==> src/rtl/simon_pkg.sv <==
// Shared types and constants for the two-player Simon turn arbiter.
// State codes are plain constants so older blocks can still compare them as raw bits.
package simon_pkg;

    typedef logic [1:0] state_t;

    localparam state_t ST_IDLE      = 2'd0;
    localparam state_t ST_PLAY      = 2'd1;
    localparam state_t ST_GAME_OVER = 2'd2;

    typedef enum logic [1:0] {
        WIN_NONE = 2'b00,
        WIN_P0   = 2'b01,
        WIN_P1   = 2'b10,
        WIN_TIE  = 2'b11
    } winner_e;

    localparam logic PLAYER0 = 1'b0;
    localparam logic PLAYER1 = 1'b1;

    // When the active player fails, the opponent takes the game.
    function automatic logic [1:0] other_player_wins(input logic player);
        return (player == PLAYER1) ? WIN_P0 : WIN_P1;
    endfunction

endpackage

==> src/rtl/simon_turn_arbiter_if.sv <==
// Pattern handshake and result pulses between the turn arbiter and the Simon core.
interface simon_turn_arbiter_if;

    logic [3:0] core_pattern;
    logic       core_valid;
    logic       core_ready;
    logic       core_round_done;
    logic       core_wrong;

    modport master (
        output core_pattern,
        output core_valid,
        input  core_ready,
        input  core_round_done,
        input  core_wrong
    );

    modport slave (
        input  core_pattern,
        input  core_valid,
        output core_ready,
        output core_round_done,
        output core_wrong
    );

endinterface

==> src/rtl/simon_turn_timer.sv <==
// Per-entry idle timer: counts enabled cycles and flags the TIMEOUT-th one.
// The terminal flag is combinational so the arbiter can act on the same edge.
module simon_turn_timer #(
    parameter int TIMEOUT = 1000
) (
    input  logic pclk,
    input  logic rst,
    input  logic clear,
    input  logic count_en,
    output logic expired
);

    localparam int CW = (TIMEOUT > 1) ? $clog2(TIMEOUT) : 1;
    localparam logic [CW-1:0] LAST = CW'(TIMEOUT - 1);

    logic [CW-1:0] cnt;

    assign expired = count_en && (cnt == LAST);

    always_ff @(posedge pclk or negedge rst) begin
        if (!rst) begin
            cnt <= '0;
        end else if (clear) begin
            cnt <= '0;
        end else if (count_en) begin
            cnt <= expired ? '0 : cnt + CW'(1);
        end
    end

endmodule

==> src/rtl/simon_turn_arbiter.sv <==
// Two-player turn arbiter in front of a shared Simon core: forwards the active
// player's entries, times out idle players, keeps scores and picks the winner.
// Optional strike mode (one forgiven failure per player) under SIMON_STRIKES_EN.
module simon_turn_arbiter
    import simon_pkg::*;
#(
    parameter int SCORE_W    = 4,
    parameter int TIMEOUT    = 1000,
    parameter int MAX_ROUNDS = 15
) (
    input  logic               pclk,
    input  logic               rst,
    input  logic               start,
    input  logic [3:0]         p0_pattern,
    input  logic               p0_req,
    input  logic [3:0]         p1_pattern,
    input  logic               p1_req,
    simon_turn_arbiter_if.master core,
    output logic               active_player,
    output logic [SCORE_W-1:0] p0_score,
    output logic [SCORE_W-1:0] p1_score,
    output logic [1:0]         winner,
`ifdef SIMON_STRIKES_EN
    output logic               p0_strike,
    output logic               p1_strike,
`endif
    output logic               game_over
);

    localparam int RW = (MAX_ROUNDS > 1) ? $clog2(MAX_ROUNDS + 1) : 1;
    localparam logic [SCORE_W-1:0] SCORE_MAX = '1;

    state_t               state;
    logic                 pending;
    logic [3:0]           pend_pattern;
    logic [RW-1:0]        round_cnt;
    logic                 valid_q;
    logic [3:0]           pattern_q;

    logic                 in_play;
    logic                 act_req;
    logic [3:0]           act_pattern;
    logic                 fail;
    logic                 round_ok;
    logic                 quiet;
    logic                 drain;
    logic                 accept;
    logic                 swap_on_fail;
    logic                 end_on_fail;
    logic                 turn_swap;
    logic                 last_round;
    logic                 timer_clear;
    logic                 timer_count;
    logic                 timer_expired;
    logic [SCORE_W-1:0]   p0_next;
    logic [SCORE_W-1:0]   p1_next;
    logic [1:0]           score_winner;

    assign in_play     = (state == ST_PLAY);
    assign game_over   = (state == ST_GAME_OVER);
    assign act_req     = (active_player == PLAYER1) ? p1_req : p0_req;
    assign act_pattern = (active_player == PLAYER1) ? p1_pattern : p0_pattern;

    // Event priority: failure beats a completed round, which beats any entry traffic.
    assign fail     = in_play && (core.core_wrong || timer_expired);
    assign round_ok = in_play && core.core_round_done && !fail;
    assign quiet    = in_play && !fail && !round_ok;
    assign drain    = quiet && pending && core.core_ready;
    assign accept   = quiet && act_req && !pending;

`ifdef SIMON_STRIKES_EN
    logic strike_active;
    assign strike_active = (active_player == PLAYER1) ? p1_strike : p0_strike;
    assign swap_on_fail  = fail && !strike_active;
`else
    assign swap_on_fail  = 1'b0;
`endif

    assign end_on_fail = fail && !swap_on_fail;
    assign turn_swap   = round_ok || swap_on_fail;
    assign last_round  = round_ok && (round_cnt == RW'(MAX_ROUNDS - 1));

    assign timer_clear = !in_play || accept || turn_swap;
    assign timer_count = in_play && core.core_ready && !pending;

    simon_turn_timer #(
        .TIMEOUT (TIMEOUT)
    ) u_timer (
        .pclk     (pclk),
        .rst      (rst),
        .clear    (timer_clear),
        .count_en (timer_count),
        .expired  (timer_expired)
    );

    // Scores after this cycle, so the final-round winner sees the last point.
    always_comb begin
        p0_next = p0_score;
        p1_next = p1_score;
        if (round_ok) begin
            if (active_player == PLAYER0) begin
                if (p0_score != SCORE_MAX) p0_next = p0_score + SCORE_W'(1);
            end else begin
                if (p1_score != SCORE_MAX) p1_next = p1_score + SCORE_W'(1);
            end
        end
    end

    always_comb begin
        score_winner = WIN_TIE;
        if (p0_next > p1_next) begin
            score_winner = WIN_P0;
        end else if (p1_next > p0_next) begin
            score_winner = WIN_P1;
        end
    end

    always_ff @(posedge pclk or negedge rst) begin
        if (!rst) begin
            state         <= ST_IDLE;
            pending       <= 1'b0;
            pend_pattern  <= '0;
            round_cnt     <= '0;
            valid_q       <= 1'b0;
            pattern_q     <= '0;
            active_player <= PLAYER0;
            p0_score      <= '0;
            p1_score      <= '0;
            winner        <= WIN_NONE;
        end else begin
            valid_q <= 1'b0;
            case (state)
                ST_IDLE, ST_GAME_OVER: begin
                    if (start) begin
                        state         <= ST_PLAY;
                        pending       <= 1'b0;
                        round_cnt     <= '0;
                        active_player <= PLAYER0;
                        p0_score      <= '0;
                        p1_score      <= '0;
                        winner        <= WIN_NONE;
                    end
                end
                ST_PLAY: begin
                    p0_score <= p0_next;
                    p1_score <= p1_next;
                    if (end_on_fail) begin
                        state   <= ST_GAME_OVER;
                        winner  <= other_player_wins(active_player);
                        pending <= 1'b0;
                    end else if (turn_swap) begin
                        active_player <= ~active_player;
                        pending       <= 1'b0;
                        if (round_ok) round_cnt <= round_cnt + RW'(1);
                        if (last_round) begin
                            state  <= ST_GAME_OVER;
                            winner <= score_winner;
                        end
                    end else if (drain) begin
                        valid_q   <= 1'b1;
                        pattern_q <= pend_pattern;
                        pending   <= 1'b0;
                    end else if (accept) begin
                        // An idle, ready core takes the entry straight away; otherwise it waits.
                        if (core.core_ready) begin
                            valid_q   <= 1'b1;
                            pattern_q <= act_pattern;
                        end else begin
                            pending      <= 1'b1;
                            pend_pattern <= act_pattern;
                        end
                    end
                end
                default: state <= ST_IDLE;
            endcase
        end
    end

`ifdef SIMON_STRIKES_EN
    always_ff @(posedge pclk or negedge rst) begin
        if (!rst) begin
            p0_strike <= 1'b0;
            p1_strike <= 1'b0;
        end else if (!in_play && start) begin
            p0_strike <= 1'b0;
            p1_strike <= 1'b0;
        end else if (swap_on_fail) begin
            if (active_player == PLAYER0) p0_strike <= 1'b1;
            else                          p1_strike <= 1'b1;
        end
    end
`endif

    assign core.core_valid   = valid_q;
    assign core.core_pattern = pattern_q;

endmodule
==> src/flat_wrapper.sv <==
// flat-port wrapper written by rule: the top's interface ports become plain ports
module simon_turn_arbiter_flat import simon_pkg::*;
#(
    parameter int SCORE_W    = 4,
    parameter int TIMEOUT    = 1000,
    parameter int MAX_ROUNDS = 15
)
  (pclk, rst, start, p0_pattern, p0_req, p1_pattern, p1_req, active_player, p0_score, p1_score, winner, game_over, core_core_pattern, core_core_valid, core_core_ready, core_core_round_done, core_core_wrong);
  simon_turn_arbiter_if core_i ();
  input  logic pclk;
  input  logic rst;
  input  logic start;
  input  logic [3:0] p0_pattern;
  input  logic p0_req;
  input  logic [3:0] p1_pattern;
  input  logic p1_req;
  output logic active_player;
  output logic [SCORE_W-1:0] p0_score;
  output logic [SCORE_W-1:0] p1_score;
  output logic [1:0] winner;
  output logic game_over;
  output wire logic [$bits(core_i.core_pattern)-1:0] core_core_pattern;
  output wire logic [$bits(core_i.core_valid)-1:0] core_core_valid;
  input wire logic [$bits(core_i.core_ready)-1:0] core_core_ready;
  input wire logic [$bits(core_i.core_round_done)-1:0] core_core_round_done;
  input wire logic [$bits(core_i.core_wrong)-1:0] core_core_wrong;
  assign core_core_pattern = core_i.core_pattern;
  assign core_core_valid = core_i.core_valid;
  assign core_i.core_ready = core_core_ready;
  assign core_i.core_round_done = core_core_round_done;
  assign core_i.core_wrong = core_core_wrong;
  simon_turn_arbiter #(.SCORE_W(SCORE_W), .TIMEOUT(TIMEOUT), .MAX_ROUNDS(MAX_ROUNDS)) u_core (.pclk(pclk), .rst(rst), .start(start), .p0_pattern(p0_pattern), .p0_req(p0_req), .p1_pattern(p1_pattern), .p1_req(p1_req), .core(core_i), .active_player(active_player), .p0_score(p0_score), .p1_score(p1_score), .winner(winner), .game_over(game_over));
endmodule
==> config.mk <==
export PLATFORM = sky130hd
export DESIGN_NAME = simon_turn_arbiter_flat
export DESIGN_NICKNAME = d
export VERILOG_FILES = /design/src/rtl/simon_pkg.sv /design/src/rtl/simon_turn_arbiter_if.sv /design/src/rtl/simon_turn_timer.sv /design/src/rtl/simon_turn_arbiter.sv /design/src/flat_wrapper.sv
export SDC_FILE = /design/constraint.sdc
export NUM_CORES = 1
export LEC_CHECK = 0
export BUFFER_PORTS_ARGS = -buffer_cell sky130_fd_sc_hd__buf_2
export CAP_MARGIN = 20
export CORE_MARGIN = 2
export CORE_UTILIZATION = 49
export DETAILED_ROUTE_END_ITERATION = 8
export PLACE_DENSITY = 0.75
export SKIP_CTS_REPAIR_TIMING = 1
export SLEW_MARGIN = 20
export SYNTH_ARGS = -nofsm -noshare
export SYNTH_HDL_FRONTEND = slang
export SYNTH_SLANG_ARGS = --single-unit
==> constraint.sdc <==
create_clock -name pclk -period 8.9 [get_ports pclk]
set_clock_uncertainty 0.05 [all_clocks]
set_input_delay 2.225 -clock pclk [delete_from_list [all_inputs] [get_ports pclk]]
set_output_delay 2.225 -clock pclk [all_outputs]
set_load 0.02 [all_outputs]
==> summary.md <==
The flow ran to the end, and the final reports show no timing, DRC or antenna violations. The run gives 283 as the net count reported at finish. For this design the ratio of total power to cell area is 228.6 nW/um^2. The number of max-capacitance violations reported is 0. Summing all placed instances gives a cell area of 2416 sq um. The tools report the proportion of synthesized chip area in sequential cells as 0.4157. Net switching power: 0.1939 mW. For the part of the power in the clock network, the log shows 0.294.

The hold-critical path depth works out to 1. The launch instance of the worst min-delay path was u_core.core.core_pattern[2]$_DFFE_PN0P_. The count of final max-slew check failures was 0; the final weighted congestion in routability-driven placement was 0.7838. The number of clock sinks is 37, and the synthesized cell area is 2227 sq um. Setup repair after global routing left no endpoint under its margin. After detailed routing, the total wire length is 4827 um. Timing would allow up to 208.2 MHz. The share of the clock period used by the worst path is 0.5398. The detailed router finished its first iteration with 68 violations.

At the worst endpoint, the required time is 9.03 ns. CTS placed an instance of clkbuf_8 at the clock tree root. Largest net degree at the start of global routing: 38.

The die is 71.42 um wide. The switching power share of the total was 0.3327; the longest individual stage delay on the worst path was 0.58 ns. In this run, synthesis produced a sequential element count of 37.

The worst register-to-register path has a setup slack of 5.63 ns. The filler cells instantiated in the layout total 385. The worst setup path category was input pin to flip-flop. Starting density of the core: 0.5115. Yosys mapped the design onto 51 distinct sky130hd cell types. The tools report the total number of H-tree levels as 2. Once layout is done, the placed cells without fillers occupy 2550 sq um. The run gives 0.406 as the sequential cell fraction of total power. The area growth from synthesis to layout is 14.49%.

The floorplan step defined a die boundary enclosing 5100 sq um. The sequential cells in the finished layout cover a total of 925.9 sq um. The logs give 0 for the total grt overflow and 24 for the number of cell rows. The worst register-to-register path begins at u_core.u_timer.cnt[3]$_DFFE_PN0P_. The synthesized design contains 0 enable-type register cells. The average cell area after synthesis came out at 9.855 sq um. The logs give 0.4581 ns for the hold slack and 7962 um for the wire length of the first global-routing pass.

Summed over all cells, the static leakage comes to 1.181 nW. The number of optimization iterations in the first detailed-route pass is 4, and the antenna diode count is 0. The slowest stage of the critical path is the or4_4 cell.

Data on the critical path arrives at its endpoint at 4.93 ns. In the routed design, unresolved DRC markers number 0. The HPWL after detailed placement is 3549 um.

The tools report the post-layout utilization of the core as 0.5856. Walking the worst path, the cells encountered are buf_2 > or4b_4 > or4_4 > nand4_1 > mux2_2 > ha_1 > and4_1 > a21oi_1 > o22ai_1 > mux2_2. The total design power was 0.5829 mW. Fraction of layout instances using a drive strength above 1: 0.2548. The worst hold path terminates at u_core.core.core_pattern[2]$_DFFE_PN0P_. Clock-pin slew was measured on the worst setup and hold paths at 0.07 ns. The depth of the most critical reg-to-reg path was 9; the portion of total power attributed to combinational logic was 0.300. In the synthesized netlist, the number of instances is 226. The tools report the overall routing resource usage as 0.2001. In the final routed layout, each cell accounts on average for 15.52 um. The worst setup path is captured at a flip-flop. Setup violations remaining at the end of the flow were counted as 0.

The slew of the pin with the lowest slew margin is 0.8189 ns, and the overall die height is 71.42 um. Among the stages of the critical path, the cell type that occurs most often is mux2_2. After detailed routing, the number of vias per cell comes to 5.810. The total area inside the core boundary comes to 4354 sq um.

The logs give 33 for the number of ports placed on the die boundary and 0 for the antenna violation net count after detailed routing. The via total after detailed routing was 1807; the number of global-route vias before repair was 1722. The cell internal power dissipation is 0.3890 mW.

For the finished layout, the period the worst path requires is 4.804 ns. Synthesis produced a netlist with a net count of 251. In the synthesized netlist the dominant register cell turns out to be dfrtp_1. The share of synthesized flip-flops with an asynchronous set or reset was 1.000. The final number of hold-violating endpoints is 0. STA classifies the critical path startpoint as an input pin. The worst hold-check path type was flip-flop to flip-flop. Of all nets on the critical path, the largest fanout is 6.

After routing, the total negative slack on setup checks comes to 0 ns. The later-pin clock latency in the skew report is 0.29 ns, and the total area of multi-input combinational cells is 1231 sq um. The endpoint identified for the worst register-to-register timing path is u_core.winner[1]$_DFFE_PN0P_.

In this run the tool buffered the top-level ports with 32 buffer cells. The initial antenna violation count is 0, and the maximum buffer depth of the clock tree is 2. The highest ir drop seen on vdd came out at 0.0001076 V. The yosys synthesis warning count came out at 0.

For the clock buffer count from CTS, the log shows 5. Worst slew margin relative to its limit: 0.4540. TritonCTS built the clock tree.
[worst max-delay path by stage]
stage	slack, ns	end	startpoint	cells after the start
floorplan	4.08	u_core.winner[1]$_DFFE_PN0P_	core_core_ready	9
global placement	3.87	u_core.winner[1]$_DFFE_PN0P_	core_core_ready	10
detailed placement	3.81	u_core.winner[1]$_DFFE_PN0P_	core_core_ready	10
CTS	4.11	u_core.winner[1]$_DFFE_PN0P_	core_core_ready	10
global route	4.00	u_core.winner[1]$_DFFE_PN0P_	core_core_ready	11
finish	4.10	u_core.winner[1]$_DFFE_PN0P_	core_core_ready	10
[stage by stage]
step / cells / setup WS [ns]
global placement: 303 / 3.874
global route: 311 / 3.999
floorplan: 226 / 4.083
detailed placement: 303 / 3.806
CTS: 311 / 4.112
finish: 311 / 4.096
[power by group through the flow]
stage	registers (mW)	logic, mW	clock network [mW]
4_1_cts	0.236	0.176	0.175
3_5_place_dp	0.240	0.175	0
3_3_place_gp	0.237	0.171	0
6_report	0.237	0.175	0.171
2_1_floorplan	0.249	0.112	0
5_1_grt	0.242	0.193	0.181
[flip-flops by register name, summed over array words and instances (netlist names), 2 cells and up]
name	flops
u_core.round_cnt	4
u_core.p1_score	4
u_core.winner	2
u_core.p0_score	4
u_core.core.core_pattern	4
u_core.state	2
u_core.u_timer.cnt	10
u_core.pend_pattern	4
[worst max-delay path: cells and delay by family]
kind / cells / cell delay, ns
AND/OR/NAND/NOR: 4 / 1.39
multiplexers: 2 / 0.64
adder cells (fa/ha/maj): 1 / 0.34
AO/OA/AOI/OAI: 2 / 0.22
buffers and inverters: 1 / 0.12
[area by class of cell]
cell class / count / area share
clock buffer: 5 / 0.02699
clock inverter: 3 / 0.02552
inverter: 9 / 0.01325
multi-input combinational: 173 / 0.4828
sequential: 37 / 0.3631
tap: 52 / 0.02552
timing repair buffer: 32 / 0.06281
[cells by family after synthesis]
kind of cell    after synthesis  share of synthesized area
compound gates               41                     0.1174
xor+xnor                      6                    0.02360
fa+ha+maj                     9                    0.05056
buf+inv                      16                    0.03146
flops                        37                     0.4157
mux                          24                     0.1247
simple gates                 93                     0.2365
[layer usage]
metal / routed length (um) / track usage
met2: 2313 / 0.3385
met4: 70 / 0.06080
met3: 190 / 0.04782
met1: 2253 / 0.2545
met5: 0 / 0
[layout by cell type, fill, tap and decap left out, types with 5 or more instances in the layout]
| cell | n |
|---|---|
| o21ai_0 | 11 |
| a21oi_1 | 11 |
| mux2i_1 | 6 |
| nand2b_1 | 6 |
| dfrtp_1 | 37 |
| nand3_1 | 11 |
| inv_1 | 9 |
| nor2_1 | 13 |
| nand2_1 | 26 |
| ha_1 | 9 |
| buf_2 | 32 |
| clkbuf_8 | 5 |
| mux2_2 | 14 |
[synth_stat cells (2+ instances only)]
| cell | count | share of area |
|---|---|---|
| a211o_1 | 2 | 0.0079 |
| a21oi_1 | 11 | 0.025 |
| and2_1 | 2 | 0.0056 |
| and3_1 | 2 | 0.0056 |
| and4_1 | 3 | 0.012 |
| buf_2 | 2 | 0.0045 |
| clkbuf_1 | 3 | 0.0051 |
| dfrtp_1 | 37 | 0.42 |
| ha_1 | 9 | 0.051 |
| inv_1 | 9 | 0.015 |
| mux2_2 | 14 | 0.071 |
| mux2_4 | 4 | 0.027 |
| mux2i_1 | 6 | 0.027 |
| nand2_1 | 26 | 0.044 |
| nand2b_1 | 6 | 0.017 |
| nand3_1 | 11 | 0.025 |
| nand4_1 | 4 | 0.011 |
| nor2_1 | 13 | 0.022 |
| nor2b_1 | 4 | 0.011 |
| nor3_1 | 4 | 0.0090 |
| o21ai_0 | 11 | 0.025 |
| o22ai_1 | 3 | 0.0084 |
| o31ai_1 | 3 | 0.010 |
| or3_1 | 3 | 0.0084 |
| or4_1 | 4 | 0.013 |
| xnor2_1 | 3 | 0.012 |
| xor2_1 | 3 | 0.012 |
Power figures use the tool's default switching activity.
